==> config.mk <==
export PLATFORM = sky130hd
export DESIGN_NAME = lsu
export DESIGN_NICKNAME = d
export VERILOG_FILES = /design/src/rtl/lsu.sv
export SDC_FILE = /design/constraint.sdc
export NUM_CORES = 1
export LEC_CHECK = 0
export BUFFER_PORTS_ARGS = -buffer_cell sky130_fd_sc_hd__buf_2
export CORE_MARGIN = 2
export CORE_UTILIZATION = 42
export DETAILED_ROUTE_END_ITERATION = 6
export PLACE_DENSITY = 0.81
export SYNTH_ARGS = -nofsm -noshare
export SYNTH_HDL_FRONTEND = slang
export SYNTH_SLANG_ARGS = --single-unit
==> constraint.sdc <==
create_clock -name clk_i -period 5.1 [get_ports clk_i]
set_clock_uncertainty 0.05 [all_clocks]
set_input_delay 1.275 -clock clk_i [delete_from_list [all_inputs] [get_ports clk_i]]
set_output_delay 1.275 -clock clk_i [all_outputs]
set_load 0.01 [all_outputs]
==> src/rtl/lsu.sv <==
// Load/store unit for an RV32I core.
// Accepts one memory operation at a time from the execute stage. It runs a
// single request/grant/response handshake with data memory and returns
// formatted load data together with a one-cycle completion pulse.
// A misaligned access or an illegal funct3 completes at once with a fault
// and issues no memory request.
module lsu #(
    parameter int DataWidth = 32
) (
    input  logic                 clk_i,
    input  logic                 rst_i,
    input  logic                 valid_i,
    input  logic                 is_store_i,
    input  logic [2:0]           funct3_i,
    input  logic [DataWidth-1:0] addr_i,
    input  logic [DataWidth-1:0] wdata_i,
    output logic                 ready_o,
    output logic                 done_o,
    output logic                 fault_o,
    output logic [DataWidth-1:0] rdata_o,
    output logic                 mem_req_o,
    output logic                 mem_we_o,
    output logic [DataWidth-1:0] mem_addr_o,
    output logic [3:0]           mem_be_o,
    output logic [DataWidth-1:0] mem_wdata_o,
    input  logic                 mem_gnt_i,
    input  logic                 mem_rvalid_i,
    input  logic [DataWidth-1:0] mem_rdata_i
);

    typedef enum logic [2:0] {
        ST_IDLE = 3'd0,
        ST_REQ  = 3'd1,
        ST_WAIT = 3'd2,
        ST_DONE = 3'd3,
        ST_ERR  = 3'd4
    } state_e;

    state_e               state_r;
    state_e               state_next_s;
    logic                 accept_s;
    logic                 legal_s;
    logic                 is_store_r;
    logic [2:0]           funct3_r;
    logic [DataWidth-1:0] addr_r;
    logic [3:0]           be_r;
    logic [DataWidth-1:0] sdata_r;
    logic [DataWidth-1:0] rdata_r;

    // Width/sign code legality and natural alignment check for one request.
    function automatic logic req_legal(input logic       is_store,
                                       input logic [2:0] funct3,
                                       input logic [1:0] addr_lo);
        logic ok;
        ok = 1'b0;
        case (funct3)
            3'd0:    ok = 1'b1;
            3'd1:    ok = (addr_lo[0] == 1'b0);
            3'd2:    ok = (addr_lo == 2'b00);
            3'd4:    ok = !is_store;
            3'd5:    ok = !is_store && (addr_lo[0] == 1'b0);
            default: ok = 1'b0;
        endcase
        return ok;
    endfunction

    // Byte-lane enables. funct3[1:0] encodes the size for signed and unsigned loads alike.
    function automatic logic [3:0] byte_enable(input logic [2:0] funct3,
                                               input logic [1:0] addr_lo);
        logic [3:0] be;
        be = 4'b0000;
        case (funct3[1:0])
            2'b00:   be = 4'b0001 << addr_lo;
            2'b01:   be = addr_lo[1] ? 4'b1100 : 4'b0011;
            2'b10:   be = 4'b1111;
            default: be = 4'b0000;
        endcase
        return be;
    endfunction

    // Replicate store data into every lane so that the byte enables alone pick the target.
    function automatic logic [DataWidth-1:0] store_data(input logic [2:0]           funct3,
                                                        input logic [DataWidth-1:0] wdata);
        logic [DataWidth-1:0] d;
        d = wdata;
        case (funct3[1:0])
            2'b00:   d = {4{wdata[7:0]}};
            2'b01:   d = {2{wdata[15:0]}};
            default: d = wdata;
        endcase
        return d;
    endfunction

    // Select the addressed lane of the raw word, then sign- or zero-extend it.
    function automatic logic [DataWidth-1:0] load_format(input logic [2:0]           funct3,
                                                         input logic [1:0]           addr_lo,
                                                         input logic [DataWidth-1:0] raw);
        logic [7:0]           b;
        logic [15:0]          h;
        logic [DataWidth-1:0] r;
        b = raw[{addr_lo, 3'b000} +: 8];
        h = addr_lo[1] ? raw[31:16] : raw[15:0];
        r = raw;
        case (funct3)
            3'd0:    r = {{24{b[7]}}, b};
            3'd1:    r = {{16{h[15]}}, h};
            3'd4:    r = {24'h000000, b};
            3'd5:    r = {16'h0000, h};
            default: r = raw;
        endcase
        return r;
    endfunction

    assign legal_s  = req_legal(is_store_i, funct3_i, addr_i[1:0]);
    assign accept_s = (state_r == ST_IDLE) && valid_i && legal_s;

    // State register; reset aborts any operation in flight.
    always_ff @(posedge clk_i) begin
        if (rst_i) begin
            state_r <= ST_IDLE;
        end else begin
            state_r <= state_next_s;
        end
    end

    // Next-state logic for the memory handshake.
    always_comb begin
        state_next_s = state_r;
        case (state_r)
            ST_IDLE: begin
                if (valid_i) begin
                    if (legal_s) begin
                        state_next_s = ST_REQ;
                    end else begin
                        state_next_s = ST_ERR;
                    end
                end else begin
                    state_next_s = ST_IDLE;
                end
            end
            ST_REQ: begin
                if (mem_gnt_i) begin
                    if (is_store_r) begin
                        state_next_s = ST_DONE;
                    end else begin
                        state_next_s = ST_WAIT;
                    end
                end else begin
                    state_next_s = ST_REQ;
                end
            end
            ST_WAIT: begin
                if (mem_rvalid_i) begin
                    state_next_s = ST_DONE;
                end else begin
                    state_next_s = ST_WAIT;
                end
            end
            ST_DONE: state_next_s = ST_IDLE;
            ST_ERR:  state_next_s = ST_IDLE;
            default: state_next_s = ST_IDLE;
        endcase
    end

    // Capture request fields on acceptance; they stay frozen while the unit is busy.
    always_ff @(posedge clk_i) begin
        if (rst_i) begin
            is_store_r <= 1'b0;
            funct3_r   <= 3'd0;
            addr_r     <= '0;
            be_r       <= 4'b0000;
            sdata_r    <= '0;
        end else if (accept_s) begin
            is_store_r <= is_store_i;
            funct3_r   <= funct3_i;
            addr_r     <= addr_i;
            be_r       <= byte_enable(funct3_i, addr_i[1:0]);
            sdata_r    <= store_data(funct3_i, wdata_i);
        end else begin
            is_store_r <= is_store_r;
            funct3_r   <= funct3_r;
            addr_r     <= addr_r;
            be_r       <= be_r;
            sdata_r    <= sdata_r;
        end
    end

    // Load result register; updated only by a response that arrives while waiting for one.
    always_ff @(posedge clk_i) begin
        if (rst_i) begin
            rdata_r <= '0;
        end else if ((state_r == ST_WAIT) && mem_rvalid_i) begin
            rdata_r <= load_format(funct3_r, addr_r[1:0], mem_rdata_i);
        end else begin
            rdata_r <= rdata_r;
        end
    end

    // Output decode from the state register; memory signals are zero outside REQ.
    always_comb begin
        ready_o     = 1'b0;
        done_o      = 1'b0;
        fault_o     = 1'b0;
        mem_req_o   = 1'b0;
        mem_we_o    = 1'b0;
        mem_addr_o  = '0;
        mem_be_o    = 4'b0000;
        mem_wdata_o = '0;
        case (state_r)
            ST_IDLE: ready_o = 1'b1;
            ST_REQ: begin
                mem_req_o   = 1'b1;
                mem_we_o    = is_store_r;
                mem_addr_o  = {addr_r[DataWidth-1:2], 2'b00};
                mem_be_o    = be_r;
                mem_wdata_o = sdata_r;
            end
            ST_WAIT: ready_o = 1'b0;
            ST_DONE: done_o  = 1'b1;
            ST_ERR: begin
                done_o  = 1'b1;
                fault_o = 1'b1;
            end
            default: ready_o = 1'b0;
        endcase
    end

    assign rdata_o = rdata_r;

endmodule
==> metrics, run 1 <==
CTS tree=built; Inserted Diodes=0; register area share after synthesis=0.4061; global-route wire length before repair=~23000 um; Remaining DRCs=0; Hold/Removal Path Class=flop to flop; Finished Layout Cells=1001; clock slew at reported path FFs=about 0.07 ns; number of antenna violations at the first check in global routing=0; FMAX=0.3051 GHz; mapped cell area=5275 sq um; Worst-Skew Late Latency=approximately 0.35 ns; Leak=0.002811 uW; peak supply drop=between 0.2 and 0.3 mV; CP required=3.77 ns; die area=13470 sq um; EDFF count, synth=0; Final setup viols=0; setup TNS=0 ns; switching pwr=roughly 500 uW; Core ar.=between 10000 and 15000 sq um; WL per Instance=14.93 um; RSZ-0062 raised after global routing=false; Post-CTS Setup Inserts=0; Max-cap violations=0; die height=116.1 um; combinational fraction of design power=0.135; largest net degree at the start of global routing=70; Fin. Hold Viols=0; H-tree levels=3; vias in the first global route=between 4000 and 5000; Die X=between 100 and 150 um; via count=5194; switch share=0.2675; cts bufs inserted=9; area grow syn2layout=24.86%; worst-margin pin slew=1.127 ns; Netlist cell types=37; GRT Total Usage=0.2168; Clock Sinks=roughly 110; outcome=finished, final reports clean; CTS resizes=0; FFs w/ async S/R, synth=0; critical-path maximum fanout=69; synthesized area per cell=slightly below 8 sq um; num ports=210; synth warn=0; Yosys reg bits=107; Final GP Congestion=0.9194; Final nets=roughly 930; CP Capture Type=output port; Syn Inst Count=666; Clk pwr share=0.383; 1st-pass router iterations=5; Routed WL=between 10000 and 15000 um; Worst Path Arrival=about 2.0 ns; most common cell after layout, fill and taps aside=buf_2; WS Path Type=flop to output port; Seq pwr share=0.482; Max clock buf depth=2; Synth Flop Type=dfxtp_1; final worst-path cycle share=0.6428; Reg2Reg Setup Slack=2.58 ns; Total Power=1858 uW; CTS Hold Bufs=0; dpl hpwl=about 10000 um; GRT Residual Overflow=0; fin crit period=between 3 and 4 ns; P per Cell Area=approximately 280 nW/um^2; Pint=about 1400 uW; Via density=between 5 and 6; max_slew headroom=0.2487; Root Driver=clkbuf_16; Routed Antenna Nets=0; share of cells above drive strength 1=0.2989; Rows=40; Starting Density=0.4355; most frequent cells in the layout=buf_2, nand2_1, dfxtp_1; PortBufs=207; Iter 0 DRT Violations=480; CP Launch Type=flop; placed insts=~1000; Max Slew Vio Count=0
[sequential cells by signal, summed over array words and instances (netlist names)]
| name | count |
|---|---|
| state_r | 3 |
| funct3_r | 3 |
| be_r | 4 |
| sdata_r | 32 |
| is_store_r | 1 |
| rdata_o | 32 |
| addr_r | 32 |
[layer usage]
layer / wire, um / up-vias / part of all wire / global-route usage
met5: 0 / - / 0 / 0
met4: 297 / 0 / 0.020 / 0.07302
met3: 1228 / 24 / 0.082 / 0.05962
met2: 6940 / 213 / 0.46 / 0.3442
met1: 6482 / 2374 / 0.43 / 0.2856
li1: - / 2583 / - / -
[logic make-up (layout without fill, tap and decap cells)]
logic type,count (synthesis),in the layout,synth area share
flops,107,107,0.4061
compound gates,159,159,0.1902
buf+inv,65,231,0.06167
other cells,1,2,0.0007109
mux,34,34,0.06784
simple gates,300,300,0.2735
[critical path, stage by stage (launching register included)]
cell and delay (ns):
dfxtp_1 0.50, nor3b_2 0.22, buf_4 0.47, and2_1 0.24, buf_2 0.14
[cells in the mapped netlist, types with 2 or more instances]
cell type  instances  area [sq um]
a211oi_1          34         255.2
a21oi_1           62         310.3
a2bb2oi_1          7         61.31
a311oi_1          16         140.1
and2_1            67         419.2
buf_1              2         7.510
buf_2             10         50.05
buf_4              4         30.03
buf_6              7         78.83
clkbuf_1          38         142.6
dfxtp_1          107          2142
inv_1              3         11.26
mux2_2            14         157.7
mux2i_1           20         200.2
nand2_1          152         570.6
nand2b_1           6         37.54
nand3b_1          14         105.1
nor2_1            44         165.2
nor2b_1            2         12.51
nor3_1             2         10.01
nor3b_1            2         15.01
nor4bb_1           8         80.08
o21ai_0           28         140.1
o21ai_1            4         20.02
[path summary, 6_finish.rpt]
kind,startpoint,endpoint,cells after the start
max,state_r[0]$_SDFF_PP0_,mem_addr_o[22],4
min,addr_r[23]$_SDFFE_PP0P_,addr_r[23]$_SDFFE_PP0P_,2
max reg2reg,funct3_r[0]$_SDFFE_PP0P_,rdata_o[13]$_SDFFE_PP0P_,4
min reg2reg,addr_r[23]$_SDFFE_PP0P_,addr_r[23]$_SDFFE_PP0P_,2
[power by group through the flow]
stage	logic (uW)	registers, uW	clock network [uW]
floorplan	167	906	0
global placement	246	913	0
detailed placement	249	914	0
CTS	250	895	731
global route	278	900	764
finish	251	895	712
[final cells by class]
cell class                 instances  area, sq um
fill                            1191         5525
clock inverter                     7        76.32
sequential                       107         2142
clock buffer                       9        225.2
inverter                           3        11.26
timing repair buffer             212         1089
tap                              168        210.2
multi-input combinational        495         2833
[metrics by stage]
step	worst slack (ns)	cell area (sq um)	hold WS (ns)	util
final	1.822	6586	0.3993	0.5438
after global routing	1.679	6586	0.4169	0.5438
after CTS	1.807	6586	0.4030	0.5438
after detailed placement	1.522	6285	0.3928	0.5189
after global placement	1.622	6285	0.3873	0.5189
after floorplan	2.272	5279	0.3817	-
(Power assumes the default switching activity.)
==> inputs of run 2 (changes only) <==
Settings changed: PLACE_DENSITY 0.81 to 0.84.
Clock period 5.1 ns to 2.7 ns, I/O delays scaled along.
==> metrics, run 2 (synthesis results as in run 1) <==
met1 usage in global routing=0.2778 (-0.007844); CP Launch Type=flop; worst-margin pin slew=0.6480 ns (-0.4789 ns); P per Cell Area=515.6 nW/um^2 (+83%); setup TNS=0 ns (unchanged); Clk pwr share=0.368 (-0.015); RSZ-0062 raised after global routing=false; Max-cap violations=0 (unchanged); Post-CTS Setup Inserts=0 (unchanged); WS Path Type=flop to output port; CP Capture Type=output port; crit-path cells=nor3b_2, buf_12, and2_1, buf_2; CP required=1.98 ns (-1.79 ns); global-route wire length before repair=23100 um (-0.30%); GRT Total Usage=0.2154 (-0.001342); CP delay by family, top=flip-flops; Worst-Skew Late Latency=0.35 ns (about the same); Worst Path Arrival=1.81 ns (-0.14 ns); switching pwr=952.7 uW (+92%); Die X=116.1 um (unchanged); Max Slew Vio Count=0 (unchanged); most frequent cells in the layout=buf_2, nand2_1, dfxtp_1; dpl hpwl=10300 um (+1.5%); number of antenna violations at the first check in global routing=0 (unchanged); Fin. Hold Viols=0 (unchanged); Final setup viols=0 (unchanged); slowest CP cell=dfxtp_1; met2 Track Usage GR=0.3384 (-0.005848); Inserted Diodes=0 (unchanged); Seq pwr share=0.488 (+0.006); 1st-pass router iterations=6 (+1); CTS resizes=0 (unchanged); combinational fraction of design power=0.144 (+0.009); Remaining DRCs=0 (unchanged); die height=116.1 um (unchanged); Core ar.=12110 sq um (unchanged); Leak=0.002871 uW (+2.1%); CTS tree=built; switch share=0.2759 (+0.008394); FILL cells=1150 (-3.4%); FMAX=0.3938 GHz; Iter 0 DRT Violations=364 (-24%); CP bufs+invs=2 (unchanged); Final nets=943 (+1.1%); Root Driver=clkbuf_16; Rows=40 (unchanged); Max clock buf depth=2 (unchanged); PortBufs=207 (unchanged); Via density=5.184 (about the same); H-tree levels=3 (unchanged); area grow syn2layout=26.97%; largest net degree at the start of global routing=70 (unchanged); num ports=210 (unchanged); Clock Sinks=107 (unchanged); cts bufs inserted=9 (unchanged); most common cell after layout, fill and taps aside=buf_2; hold slack=0.4002 ns (+0.0009580 ns); Hold/Removal Path Class=flop to flop; met3 Usage GRT=0.06642 (+0.006799); Pint=2501 uW (+84%); peak supply drop=0.4908 mV (+76%); fin crit period=roughly 2.5 ns; Starting Density=0.4355 (unchanged); Routed Antenna Nets=0 (unchanged); Final GP Congestion=0.9063 (-1.4%); outcome=finished, final reports clean; WL per Instance=14.45 um (-3.2%); max_slew headroom=0.5671 (+0.3184); final worst-path cycle share=0.9405; GRT Residual Overflow=0 (unchanged); CTS Hold Bufs=0 (unchanged); share of cells above drive strength 1=0.3072 (+0.008316); via count=5241 (+0.90%); Routed WL=14610 um (-2.2%); die area=13470 sq um (unchanged); delay of the slowest critical-path stage=0.51 ns (about the same); vias in the first global route=4679 (+1.9%); critical-path maximum fanout=69 (unchanged); gr busiest metal=met2; clock slew at reported path FFs=0.07 ns (about the same)
-- run 2: changes by cell type in the layout (fill, tap and decap cells not counted) --
cell,before,now
buf_12,1,5
buf_4,5,11
bufinv_16,1,0
clkinv_8,0,1
-- run 2: through the flow --
stage / setup WS, ns / cell area, sq um / std cells / total power, uW / util
final: 0.1608 / 6698 / 1011 / 3453 / 0.5530
after global routing: 0.02541 / 6698 / 1011 / 3608 / 0.5530
after CTS: 0.1143 / 6698 / 1011 / 3490 / 0.5530
after detailed placement: 0.2001 / 6410 / 995 / 2216 / 0.5292
after global placement: 0.2984 / 6410 / 995 / 2206 / 0.5292
after floorplan: 0.4725 / 5279 / 667 / 2028 / -
-- run 2: area by class of cell --
type | count | area, sq um | area share
clock buffers | 9 | 225.2 | 0.03363
well taps | 168 | 210.2 | 0.03138
repair buffers | 222 | 1214 | 0.1812
clock inverters | 7 | 62.56 | 0.009341
inverters | 3 | 11.26 | 0.001681
flip-flops and latches | 107 | 2142 | 0.3198
multi-input cells | 495 | 2833 | 0.4229
-- run 2: final timing paths --
path / from / end / slack, ns / cells past startpoint
max: state_r[0]$_SDFF_PP0_ / mem_wdata_o[28] / 0.16 / 4
min: addr_r[12]$_SDFFE_PP0P_ / addr_r[12]$_SDFFE_PP0P_ / 0.40 / 2
max reg2reg: state_r[0]$_SDFF_PP0_ / sdata_r[14]$_SDFFE_PP0P_ / 0.67 / 5
min reg2reg: addr_r[12]$_SDFFE_PP0P_ / addr_r[12]$_SDFFE_PP0P_ / 0.40 / 2
-- run 2: power groups by stage --
stage	logic (uW)	registers, uW	clock network (uW)
floorplan	316	1710	0
global placement	487	1720	0
detailed placement	495	1720	0
CTS	497	1680	1310
global route	553	1690	1360
finish	497	1680	1270
-- run 2: per-layer routing --
| layer | vias up | part of all wire |
|---|---|---|
| met5 | - | 0 |
| met4 | 0 | 0.018 |
| met3 | 20 | 0.080 |
| met2 | 203 | 0.45 |
| met1 | 2412 | 0.45 |
| li1 | 2606 | - |
-- run 2: worst register-to-register path, stage by stage (launching register included) --
cell and delay, ns:
dfxtp_1 0.40, or4b_4 0.62, a21oi_4 0.29, buf_4 0.26, nor2_1 0.05, a311oi_1 0.26
